**config.mk**
```make
export PLATFORM = sky130hd
export DESIGN_NAME = dcache_ctrl_flat
export DESIGN_NICKNAME = d
export VERILOG_FILES = /design/src/rtl/dcache_pkg.sv /design/src/rtl/dcache_if.sv /design/src/rtl/dcache_line_store.sv /design/src/rtl/dcache_ctrl.sv /design/src/flat_wrapper.sv
export SDC_FILE = /design/constraint.sdc
export NUM_CORES = 2
export LEC_CHECK = 0
export BUFFER_PORTS_ARGS = -buffer_cell sky130_fd_sc_hd__buf_2
export CAP_MARGIN = 20
export CORE_ASPECT_RATIO = 0.8
export CORE_MARGIN = 10
export CORE_UTILIZATION = 25
export CTS_BUF_LIST = sky130_fd_sc_hd__clkbuf_2 sky130_fd_sc_hd__clkbuf_4 sky130_fd_sc_hd__clkbuf_8
export CTS_CLUSTER_SIZE = 30
export DETAILED_ROUTE_END_ITERATION = 6
export GPL_TIMING_DRIVEN = 0
export SETUP_SLACK_MARGIN = 0.3
export SYNTH_ARGS = -nofsm -noshare
export SYNTH_HDL_FRONTEND = slang
export SYNTH_HIERARCHICAL = 1
export SYNTH_SLANG_ARGS = --single-unit
export TNS_END_PERCENT = 20
```
**constraint.sdc**
```tcl
create_clock -name clk -period 7.45 [get_ports clk]
set_input_delay 0.3725 -clock clk [delete_from_list [all_inputs] [get_ports clk]]
set_output_delay 0.3725 -clock clk [all_outputs]
set_load 0.03 [all_outputs]
```
**src/rtl/dcache_pkg.sv**
```systemverilog
// rtl/dcache_pkg.sv - shared types, geometry and address helpers for the direct-mapped data cache
package dcache_pkg;

    localparam int LINES_DEF = 8;
    localparam int WORDS_DEF = 4;
    localparam int IDX_W     = $clog2(LINES_DEF);
    localparam int OFF_W     = $clog2(WORDS_DEF);
    localparam int TAG_W     = 16 - IDX_W - OFF_W;

    typedef enum logic [1:0] {
        ST_IDLE = 2'd0,
        ST_WB   = 2'd1,
        ST_FILL = 2'd2
    } state_t;

    typedef logic [WORDS_DEF-1:0][15:0] line_t;

    typedef struct packed {
        logic [TAG_W-1:0] tag;
        logic [IDX_W-1:0] idx;
        logic [OFF_W-1:0] off;
    } addr_fields_t;

    function automatic addr_fields_t split_addr(input logic [15:0] addr);
        return addr_fields_t'(addr);
    endfunction

    function automatic logic [15:0] line_addr(input logic [TAG_W-1:0] tag,
                                              input logic [IDX_W-1:0] idx);
        return {tag, idx, {OFF_W{1'b0}}};
    endfunction

endpackage

```
**src/rtl/dcache_if.sv**
```systemverilog
// rtl/dcache_if.sv - CPU data port plus main-memory line handshake, bundled for the cache
interface dcache_if #(
    parameter int WORDS = 4
);
    logic                   re;
    logic                   we;
    logic [15:0]            addr;
    logic [15:0]            wdata;
    logic [15:0]            rdata;
    logic                   stall;
    logic                   mem_re;
    logic                   mem_we;
    logic [15:0]            mem_addr;
    logic [16*WORDS-1:0]    mem_wdata;
    logic [16*WORDS-1:0]    mem_rdata;
    logic                   mem_rdy;

    modport slave (
        input  re, we, addr, wdata, mem_rdata, mem_rdy,
        output rdata, stall, mem_re, mem_we, mem_addr, mem_wdata
    );

    modport master (
        output re, we, addr, wdata, mem_rdata, mem_rdy,
        input  rdata, stall, mem_re, mem_we, mem_addr, mem_wdata
    );
endinterface

```
**src/rtl/dcache_line_store.sv**
```systemverilog
// rtl/dcache_line_store.sv - valid/dirty/tag/data arrays: async read, word-write and line-fill ports
module dcache_line_store #(
    parameter int LINES = 8,
    parameter int WORDS = 4,
    parameter int TAG_W = 11,
    parameter int IDX_W = $clog2(LINES),
    parameter int OFF_W = $clog2(WORDS)
) (
    input  logic                        clk,
    input  logic                        rst,
    input  logic [IDX_W-1:0]            rd_idx,
    output logic                        rd_valid,
    output logic                        rd_dirty,
    output logic [TAG_W-1:0]            rd_tag,
    output logic [WORDS-1:0][15:0]      rd_line,
    input  logic                        ww_en,
    input  logic [IDX_W-1:0]            ww_idx,
    input  logic [OFF_W-1:0]            ww_off,
    input  logic [15:0]                 ww_data,
    input  logic                        lw_en,
    input  logic [IDX_W-1:0]            lw_idx,
    input  logic [TAG_W-1:0]            lw_tag,
    input  logic [WORDS-1:0][15:0]      lw_data
);

    logic [LINES-1:0]                   valid_q, valid_d;
    logic [LINES-1:0]                   dirty_q, dirty_d;
    logic [LINES-1:0][TAG_W-1:0]        tag_q, tag_d;
    logic [LINES-1:0][WORDS-1:0][15:0]  data_q, data_d;

    assign rd_valid = valid_q[rd_idx];
    assign rd_dirty = dirty_q[rd_idx];
    assign rd_tag   = tag_q[rd_idx];
    assign rd_line  = data_q[rd_idx];

    always_comb begin
        valid_d = valid_q;
        dirty_d = dirty_q;
        tag_d   = tag_q;
        data_d  = data_q;
        if (ww_en) begin
            data_d[ww_idx][ww_off] = ww_data;
            dirty_d[ww_idx]        = 1'b1;
        end
        // A fill always lands clean; the controller never fills and word-writes in one cycle.
        if (lw_en) begin
            data_d[lw_idx]  = lw_data;
            tag_d[lw_idx]   = lw_tag;
            valid_d[lw_idx] = 1'b1;
            dirty_d[lw_idx] = 1'b0;
        end
    end

    always_ff @(posedge clk) begin
        if (!rst) begin
            valid_q <= '0;
            dirty_q <= '0;
        end else begin
            valid_q <= valid_d;
            dirty_q <= dirty_d;
        end
    end

    always_ff @(posedge clk) begin
        tag_q  <= tag_d;
        data_q <= data_d;
    end

endmodule

```
**src/rtl/dcache_ctrl.sv**
```systemverilog
// rtl/dcache_ctrl.sv - direct-mapped write-back data cache controller (FSM + memory handshake)
// Optional hit/miss counters are built when DCACHE_STATS_EN is defined.
module dcache_ctrl
    import dcache_pkg::*;
#(
    parameter int LINES = LINES_DEF,
    parameter int WORDS = WORDS_DEF
) (
    input  logic        clk,
    input  logic        rst,
    dcache_if.slave     bus
`ifdef DCACHE_STATS_EN
    ,
    output logic [15:0] hit_cnt,
    output logic [15:0] miss_cnt
`endif
);

    localparam int IB = $clog2(LINES);
    localparam int OB = $clog2(WORDS);
    localparam int TB = 16 - IB - OB;

    logic [TB-1:0]              req_tag;
    logic [IB-1:0]              req_idx;
    logic [OB-1:0]              req_off;
    logic [IB-1:0]              rd_idx;
    logic                       st_valid, st_dirty;
    logic [TB-1:0]              st_tag;
    logic [WORDS-1:0][15:0]     st_line;

    state_t                     state_q, state_d;
    logic                       mem_re_q, mem_re_d;
    logic                       mem_we_q, mem_we_d;
    logic [15:0]                mem_addr_q, mem_addr_d;
    logic [IB-1:0]              miss_idx_q, miss_idx_d;
    logic [TB-1:0]              miss_tag_q, miss_tag_d;

    logic                       req, idle, hit, idle_hit, idle_miss;
    logic                       ww_en, lw_en;

    assign req_tag = bus.addr[15 -: TB];
    assign req_idx = bus.addr[OB +: IB];
    assign req_off = bus.addr[OB-1:0];

    assign idle      = (state_q == ST_IDLE);
    assign req       = bus.re | bus.we;
    // Outside IDLE the store is addressed by the captured miss, not the live CPU address.
    assign rd_idx    = idle ? req_idx : miss_idx_q;
    assign hit       = st_valid && (st_tag == req_tag);
    assign idle_hit  = idle && req && hit;
    assign idle_miss = idle && req && !hit;

    assign ww_en = idle_hit && bus.we;
    assign lw_en = (state_q == ST_FILL) && bus.mem_rdy;

    assign bus.stall     = !idle || idle_miss;
    assign bus.rdata     = idle_hit ? st_line[req_off] : 16'h0000;
    assign bus.mem_re    = mem_re_q;
    assign bus.mem_we    = mem_we_q;
    assign bus.mem_addr  = mem_addr_q;
    assign bus.mem_wdata = st_line;

    dcache_line_store #(
        .LINES (LINES),
        .WORDS (WORDS),
        .TAG_W (TB),
        .IDX_W (IB),
        .OFF_W (OB)
    ) u_store (
        .clk      (clk),
        .rst      (rst),
        .rd_idx   (rd_idx),
        .rd_valid (st_valid),
        .rd_dirty (st_dirty),
        .rd_tag   (st_tag),
        .rd_line  (st_line),
        .ww_en    (ww_en),
        .ww_idx   (req_idx),
        .ww_off   (req_off),
        .ww_data  (bus.wdata),
        .lw_en    (lw_en),
        .lw_idx   (miss_idx_q),
        .lw_tag   (miss_tag_q),
        .lw_data  (bus.mem_rdata)
    );

    always_comb begin
        state_d    = state_q;
        mem_re_d   = mem_re_q;
        mem_we_d   = mem_we_q;
        mem_addr_d = mem_addr_q;
        miss_idx_d = miss_idx_q;
        miss_tag_d = miss_tag_q;
        case (state_q)
            ST_IDLE: begin
                if (idle_miss) begin
                    miss_idx_d = req_idx;
                    miss_tag_d = req_tag;
                    if (st_valid && st_dirty) begin
                        state_d    = ST_WB;
                        mem_we_d   = 1'b1;
                        mem_addr_d = {st_tag, req_idx, {OB{1'b0}}};
                    end else begin
                        state_d    = ST_FILL;
                        mem_re_d   = 1'b1;
                        mem_addr_d = {req_tag, req_idx, {OB{1'b0}}};
                    end
                end
            end
            ST_WB: begin
                if (bus.mem_rdy) begin
                    state_d    = ST_FILL;
                    mem_we_d   = 1'b0;
                    mem_re_d   = 1'b1;
                    mem_addr_d = {miss_tag_q, miss_idx_q, {OB{1'b0}}};
                end
            end
            ST_FILL: begin
                if (bus.mem_rdy) begin
                    state_d    = ST_IDLE;
                    mem_re_d   = 1'b0;
                    mem_addr_d = 16'h0000;
                end
            end
            default: begin
                state_d    = ST_IDLE;
                mem_re_d   = 1'b0;
                mem_we_d   = 1'b0;
                mem_addr_d = 16'h0000;
            end
        endcase
    end

    always_ff @(posedge clk) begin
        if (!rst) begin
            state_q    <= ST_IDLE;
            mem_re_q   <= 1'b0;
            mem_we_q   <= 1'b0;
            mem_addr_q <= 16'h0000;
            miss_idx_q <= '0;
            miss_tag_q <= '0;
        end else begin
            state_q    <= state_d;
            mem_re_q   <= mem_re_d;
            mem_we_q   <= mem_we_d;
            mem_addr_q <= mem_addr_d;
            miss_idx_q <= miss_idx_d;
            miss_tag_q <= miss_tag_d;
        end
    end

`ifdef DCACHE_STATS_EN
    logic        just_filled_q, just_filled_d;
    logic [15:0] hit_cnt_q, hit_cnt_d;
    logic [15:0] miss_cnt_q, miss_cnt_d;

    // The hit that completes a refilled request was already counted as a miss.
    always_comb begin
        just_filled_d = lw_en;
        hit_cnt_d     = hit_cnt_q;
        miss_cnt_d    = miss_cnt_q;
        if (idle_hit && !just_filled_q && (hit_cnt_q != 16'hFFFF))
            hit_cnt_d = hit_cnt_q + 16'd1;
        if (idle_miss && (miss_cnt_q != 16'hFFFF))
            miss_cnt_d = miss_cnt_q + 16'd1;
    end

    always_ff @(posedge clk) begin
        if (!rst) begin
            just_filled_q <= 1'b0;
            hit_cnt_q     <= 16'h0000;
            miss_cnt_q    <= 16'h0000;
        end else begin
            just_filled_q <= just_filled_d;
            hit_cnt_q     <= hit_cnt_d;
            miss_cnt_q    <= miss_cnt_d;
        end
    end

    assign hit_cnt  = hit_cnt_q;
    assign miss_cnt = miss_cnt_q;
`endif

endmodule

```
**src/flat_wrapper.sv**
```systemverilog
// flat-port wrapper written by rule: the top's interface ports become plain ports
module dcache_ctrl_flat import dcache_pkg::*;
#(
    parameter int LINES = LINES_DEF,
    parameter int WORDS = WORDS_DEF
)
  (clk, rst, bus_re, bus_we, bus_addr, bus_wdata, bus_mem_rdata, bus_mem_rdy, bus_rdata, bus_stall, bus_mem_re, bus_mem_we, bus_mem_addr, bus_mem_wdata);
  dcache_if #(.WORDS(WORDS)) bus_i ();
  input  logic clk;
  input  logic rst;
  input wire logic [$bits(bus_i.re)-1:0] bus_re;
  input wire logic [$bits(bus_i.we)-1:0] bus_we;
  input wire logic [$bits(bus_i.addr)-1:0] bus_addr;
  input wire logic [$bits(bus_i.wdata)-1:0] bus_wdata;
  input wire logic [$bits(bus_i.mem_rdata)-1:0] bus_mem_rdata;
  input wire logic [$bits(bus_i.mem_rdy)-1:0] bus_mem_rdy;
  output wire logic [$bits(bus_i.rdata)-1:0] bus_rdata;
  output wire logic [$bits(bus_i.stall)-1:0] bus_stall;
  output wire logic [$bits(bus_i.mem_re)-1:0] bus_mem_re;
  output wire logic [$bits(bus_i.mem_we)-1:0] bus_mem_we;
  output wire logic [$bits(bus_i.mem_addr)-1:0] bus_mem_addr;
  output wire logic [$bits(bus_i.mem_wdata)-1:0] bus_mem_wdata;
  assign bus_i.re = bus_re;
  assign bus_i.we = bus_we;
  assign bus_i.addr = bus_addr;
  assign bus_i.wdata = bus_wdata;
  assign bus_i.mem_rdata = bus_mem_rdata;
  assign bus_i.mem_rdy = bus_mem_rdy;
  assign bus_rdata = bus_i.rdata;
  assign bus_stall = bus_i.stall;
  assign bus_mem_re = bus_i.mem_re;
  assign bus_mem_we = bus_i.mem_we;
  assign bus_mem_addr = bus_i.mem_addr;
  assign bus_mem_wdata = bus_i.mem_wdata;
  dcache_ctrl #(.LINES(LINES), .WORDS(WORDS)) u_core (.clk(clk), .rst(rst), .bus(bus_i));
endmodule
```
# [After elaboration in Yosys (flattened, before gate mapping)]
# Cells that the tools add are included.
[classes] n_bitwise=6 order_cmp=7 reduce_logical=18 n_eq_ne=8 muxes=49
[op_table] operator="512-bit bitwise mux" n=2
[op_table] operator="512-bit two-way mux" n=2
[op_table] operator="64-bit demux with 3-bit select" n=2
[op_table] operator="64-bit binary-select mux with 3-bit select" n=1
[op_table] operator="64-bit two-way mux" n=3
[op_table] operator="16-bit two-way mux" n=7
[op_table] operator="88-bit bitwise mux" n=1
[op_table] operator="16-bit case mux with 3 select lines" n=1
[op_table] operator="11-bit binary-select mux with 3-bit select" n=1
[op_table] operator="11-bit demux with 3-bit select" n=1
[op_table] operator="16-bit binary-select mux with 2-bit select" n=1
[op_table] operator="16-bit demux with 2-bit select" n=1
[op_table] operator="11-bit two-way mux" n=2
[op_table] operator="8-bit two-way mux" n=2
[op_table] operator="8-bit OR" n=2
[op_table] operator="3-bit by 4-bit less-than comparator with 1-bit output (second input constant)" n=3
[op_table] operator="11-bit == test" n=1
[op_table] operator="1-bit logical AND" n=10
[op_table] operator="1-bit two-way mux" n=10
[op_table] operator="2-bit inequality test (second input constant)" n=5
[op_table] operator="8-bit bitwise AND" n=1
[op_table] operator="2-bit two-way mux" n=4
[op_table] operator="8-bit NOT" n=1
[op_table] operator="4-bit AND reduction" n=2
[op_table] operator="other kinds (17)" n=22
[totals] inputBits=101 out_inout_bits=99 regBits=650 elab_cells=136

# [Longest topological paths before layout]
[logic_depth] ltp_word=11 mapped_depth=18 mapped_depth_nobuf=11

# [By module]
# Netlist, hierarchy kept.
[modules_own_cells] mod="dcache_line_store" instances=1 seq_area_each_um2=13212.7 cells_per_inst=3485 area_each_um2=30495.5
[modules_own_cells] mod="dcache_ctrl" instances=1 seq_area_each_um2=640.6 cells_per_inst=227 area_each_um2=2260.9

# [Worst setup path before layout]
# Ideal clock, no wire load.
[synth_path] path_type="reg2reg" startpoint="register u_core.state_q[1]" endpoint="register u_core/u_store/data_q[13] (netlist bit)" n_path_buf=7 setup_slack_ns=3.406 required_time_ns=7.376 synth_period_minus_slack_ns=4.044 setup_ns=0.074 arrival_ns=3.970 path_stages_with_launch=19 path_cell_list="dfxtp_1 clkbuf_2 nor2_4 mux2_2 buf_2 buf_2 mux4_2 mux2_2 xnor2_2 nand4_1 nor3_4 and3_1 buf_2 buf_4 nor4b_2 buf_4 buf_2 nand3_1 a31oi_1"
[synth_rtl] item="start, declared" line="dcache_ctrl.sv:31" text="state_t state_q, state_d;"
[synth_rtl] item="start signal, assigned" line="dcache_ctrl.sv:143" text="state_q <= state_d;"
[synth_rtl] item="end signal, assigned" line="dcache_line_store.sv:66" text="data_q <= data_d;"
[synth_rtl] item="end, declared" line="dcache_line_store.sv:29" text="logic [LINES-1:0][WORDS-1:0][15:0] data_q, data_d;"

==> impl_metrics.py <==
metrics = {
    "finish": {
        "instances_no_fill": 5875,
        "synthToLayoutAreaGrowth_pct": 19.0,
        "multiInputGateArea_um2": 16700,
        "seqCellArea_um2": 13900,
        "num-nets-final": 4133,
        "drive_gt1_share_pct": 19.3,
        "final_util_pct": 30.0,
        "fillers": 13800,
    },
    "place": {
        "dp.cells": 5603,
        "dpl.hpwl_um": 138000,
        "place.gp.congestion": 1.03,
        "portBuffers": 129,
    },
    "clock_network": {
        "cts_max_level": 3,
        "root_buffer": "clkbuf_8",
        "post_cts_buffers": 0,
        "clockBufferDepth": 3,
        "clock_sinks": 648,
        "clk-insertion-delay-late_ns": 0.81,
        "cts_tree": "built",
        "cts_buffers": 111,
        "clkTransAtPathRegs_ns": 0.06,
    },
    "drt": {
        "ant_nets": 0,
        "avgRoutedWirePerCell_um": 31.5,
        "drt_iter0_markers": 6046,
        "drc": 2,
        "wirelength_um": 185000,
        "dr_total_vias": 35300,
        "viasPerCell": 6.01,
        "drt_first_pass_iters": 7,
    },
    "yosys": {
        "syn_area_per_cell_um2": 8.82,
        "synth_edf_count": 88,
        "ys.flop_type": "dfxtp_1",
        "synthTopCellsByCount": "560 x dfxtp_1, 522 x nor2_1, 516 x o21ai_0",
        "yosys.area.top_type": "dfxtp_1",
        "ys_seq_elements": 648,
        "yosysWarnings": 6,
        "synth-seq-area-share_pct": 42.3,
        "postSynthCellCount": 3712,
        "synth_top_area_share_pct": 34.2,
        "async_flop_share_pct": 0,
        "yosysUniqueCellTypes": 53,
        "syn_area_um2": 32800,
        "yosysMostFrequentCell": "dfxtp_1",
        "synth.area.top_cells": "dfxtp_1 34%, mux4_2 12%, a31oi_1 9.2%, edfxtp_1 8.1%, o21ai_0 7.9%",
    },
    "timing": {
        "clock_skew_ns": 0.0459,
        "slew_headroom_pct": 10.3,
        "period_share_pct": 93.3,
        "setup_viol": 0,
        "hold_viol": 0,
        "max_freq_mhz": 144,
        "rsz0062_at_grt": "no",
        "finalSetupTns_ns": 0,
        "layout_min_cycle_time_ns": 6.95,
        "tightest_slew_ns": 1.35,
        "drv_slew": 0,
    },
    "critical_path": {
        "crit_required_ns": 8.11,
        "end_kind": "flip-flop",
        "reg2reg_slack_ns": 0.50,
        "rr_worst_depth": 17,
        "rr_startpoint": "u_core/state_q[1]",
        "r2r-end": "u_core/u_store/data_q[371]",
        "worst-setup-path-type": "flip-flop to flip-flop",
        "cp.arrival_ns": 7.61,
        "critical_path.max_fanout": 10,
        "start_kind": "flip-flop",
    },
    "global_routing": {
        "grt_max_degree": 21,
        "antenna_found_initial": 22,
        "grt_pass1_vias": 31800,
        "grt_pass1_wl_um": 252000,
        "overflow": 0,
        "grt_usage_pct": 23.9,
    },
    "pwr": {
        "peakVddDrop_uv": 139,
        "power_density_nw_per_um2": 320,
        "p_total_uw": 12500,
        "leakagePower_uw": 0.0140,
    },
    "floorplanning": {
        "io_pins": 200,
        "die_h_um": 344,
        "start_util_pct": 25.2,
        "placeableCoreArea_um2": 130000,
        "die-area_um2": 146000,
        "die_w_um": 425,
        "rows": 118,
    },
    "hold_path": {
        "holdCritStartpoint": "bus_wdata[8]",
        "worstHoldPathCells": 3,
        "hold_path.class": "input port to flip-flop",
        "whs_endpoint": "u_core/u_store/data_q[456]",
    },
    "run_status": {
        "status": "complete, but fails checks",
        "violations": "design-rule violations",
    },
    "flow_run": {
        "cap_violations": 0,
    },
}
## sequential cells by signal, indices dropped and copies added, names as in the netlist
signal	cells
u_core/u_store/tag_q	88
u_core/miss_idx_q	3
u_core/u_store/valid_q	8
u_core/miss_tag_q	11
u_core/u_store/dirty_q	8
u_core/bus.mem_re	1
u_core/bus.mem_addr	14
u_core/bus.mem_we	1
u_core/state_q	2
u_core/u_store/data_q	512
## where the power goes
part	switching, uW	leakage, uW	total, uW	internal [uW]
logic	2370	0.00722	3840	1470
clock network	1670	0.00129	3610	1940
registers	512	0.00548	5020	4510
total	4560	0.0140	12500	7920
## stage by stage
| stage | cell area, um^2 | setup WS (ns) | hold WS [ns] |
|---|---|---|---|
| CTS | 38800 | 0.874 | 0.0000402 |
| detailed placement | 35900 | 0.917 | 0.447 |
| global placement | 35600 | 0.953 | 0.443 |
| global route | 39000 | 0.578 | 0.0334 |
| floorplan | 32800 | 3.41 | 0.435 |
| finish | 39000 | 0.498 | 0.0159 |
## worst max-delay path, cell delays in order, from the launching register on
cell	delay [ns]
dfxtp_1	0.29
clkbuf_2	0.18
nor2_4	0.29
mux2_2	0.20
buf_2	0.40
clkbuf_1	0.95
mux4_2	0.42
mux2_2	0.32
xnor2_1	0.20
nand4_1	0.17
nor3_4	0.69
and3_1	0.52
buf_2	0.28
buf_4	0.21
nand4b_1	0.61
clkbuf_1	0.61
o21ai_0	0.32
a21oi_1	0.09
## final cells by class
type | instances | area share [%]
clock buffers | 172 | 5.61
diodes | 14 | 0.0899
well taps | 1740 | 5.59
plain buffers | 511 | 5.68
clock inverters | 30 | 0.616
multi-input cells | 2546 | 42.8
inverters | 8 | 0.0770
repair buffers | 206 | 4.05
flip-flops and latches | 648 | 35.5
## how the worst max path moves through the flow
stage / startpoint / depth (start not counted) / end / slack (ns)
after floorplan: u_core/state_q[1] / 18 / u_core/u_store/data_q[13] / 3.41
after global placement: u_core/state_q[1] / 17 / u_core/u_store/data_q[372] / 0.95
after detailed placement: u_core/state_q[1] / 17 / u_core/u_store/data_q[287] / 0.92
after CTS: u_core/state_q[1] / 17 / u_core/u_store/data_q[176] / 0.87
after global routing: u_core/state_q[1] / 17 / u_core/u_store/data_q[304] / 0.58
final: u_core/state_q[1] / 17 / u_core/u_store/data_q[371] / 0.50
## layout by cell type (no fill, tap or decap), types with 26 or more instances in the layout
cell type      Yosys  final
mux4_2           170    170
clkbuf_4           0     29
mux2_2            83     83
a21oi_1          168    168
a31oi_1          482    482
edfxtp_1          88     88
dfxtp_1          560    560
clkbuf_1         281    281
nand2_1           91     91
clkbuf_8           0    143
o21ai_0          516    516
nand3_1          350    350
nor2_1           522    522
buf_2            129    260
dlygate4sd3_1      0     46
buf_1             62     60
buf_8              0     26
## routing by layer
metal	global-route usage (%)	vias up	wire [um]
met1	30.5	17300	70100
li1	-	14300	-
met5	0	-	100
met2	33.1	3074	74300
met3	9.26	565	26900
met4	15.5	16	13600
## kinds of logic (layout without fill, tap and decap cells)
group	count (synthesis)	count (layout)	synth area share, %
AO/OA/AOI/OAI	1198	1198	20.5
buffers and inverters	519	927	6.84
other	1	16	0.0114
XOR/XNOR	11	11	0.386
flip-flops	648	648	42.3
multiplexers	275	275	15.2
AND/OR/NAND/NOR	1060	1060	14.7
## what timing repair did
| action | CTS | global route |
|---|---|---|
| hold buffers | 46 | 0 |
| gates resized for setup | 0 | 0 |
| endpoints found under the hold margin | 206 | 0 |
(Power assumes the default switching activity.)
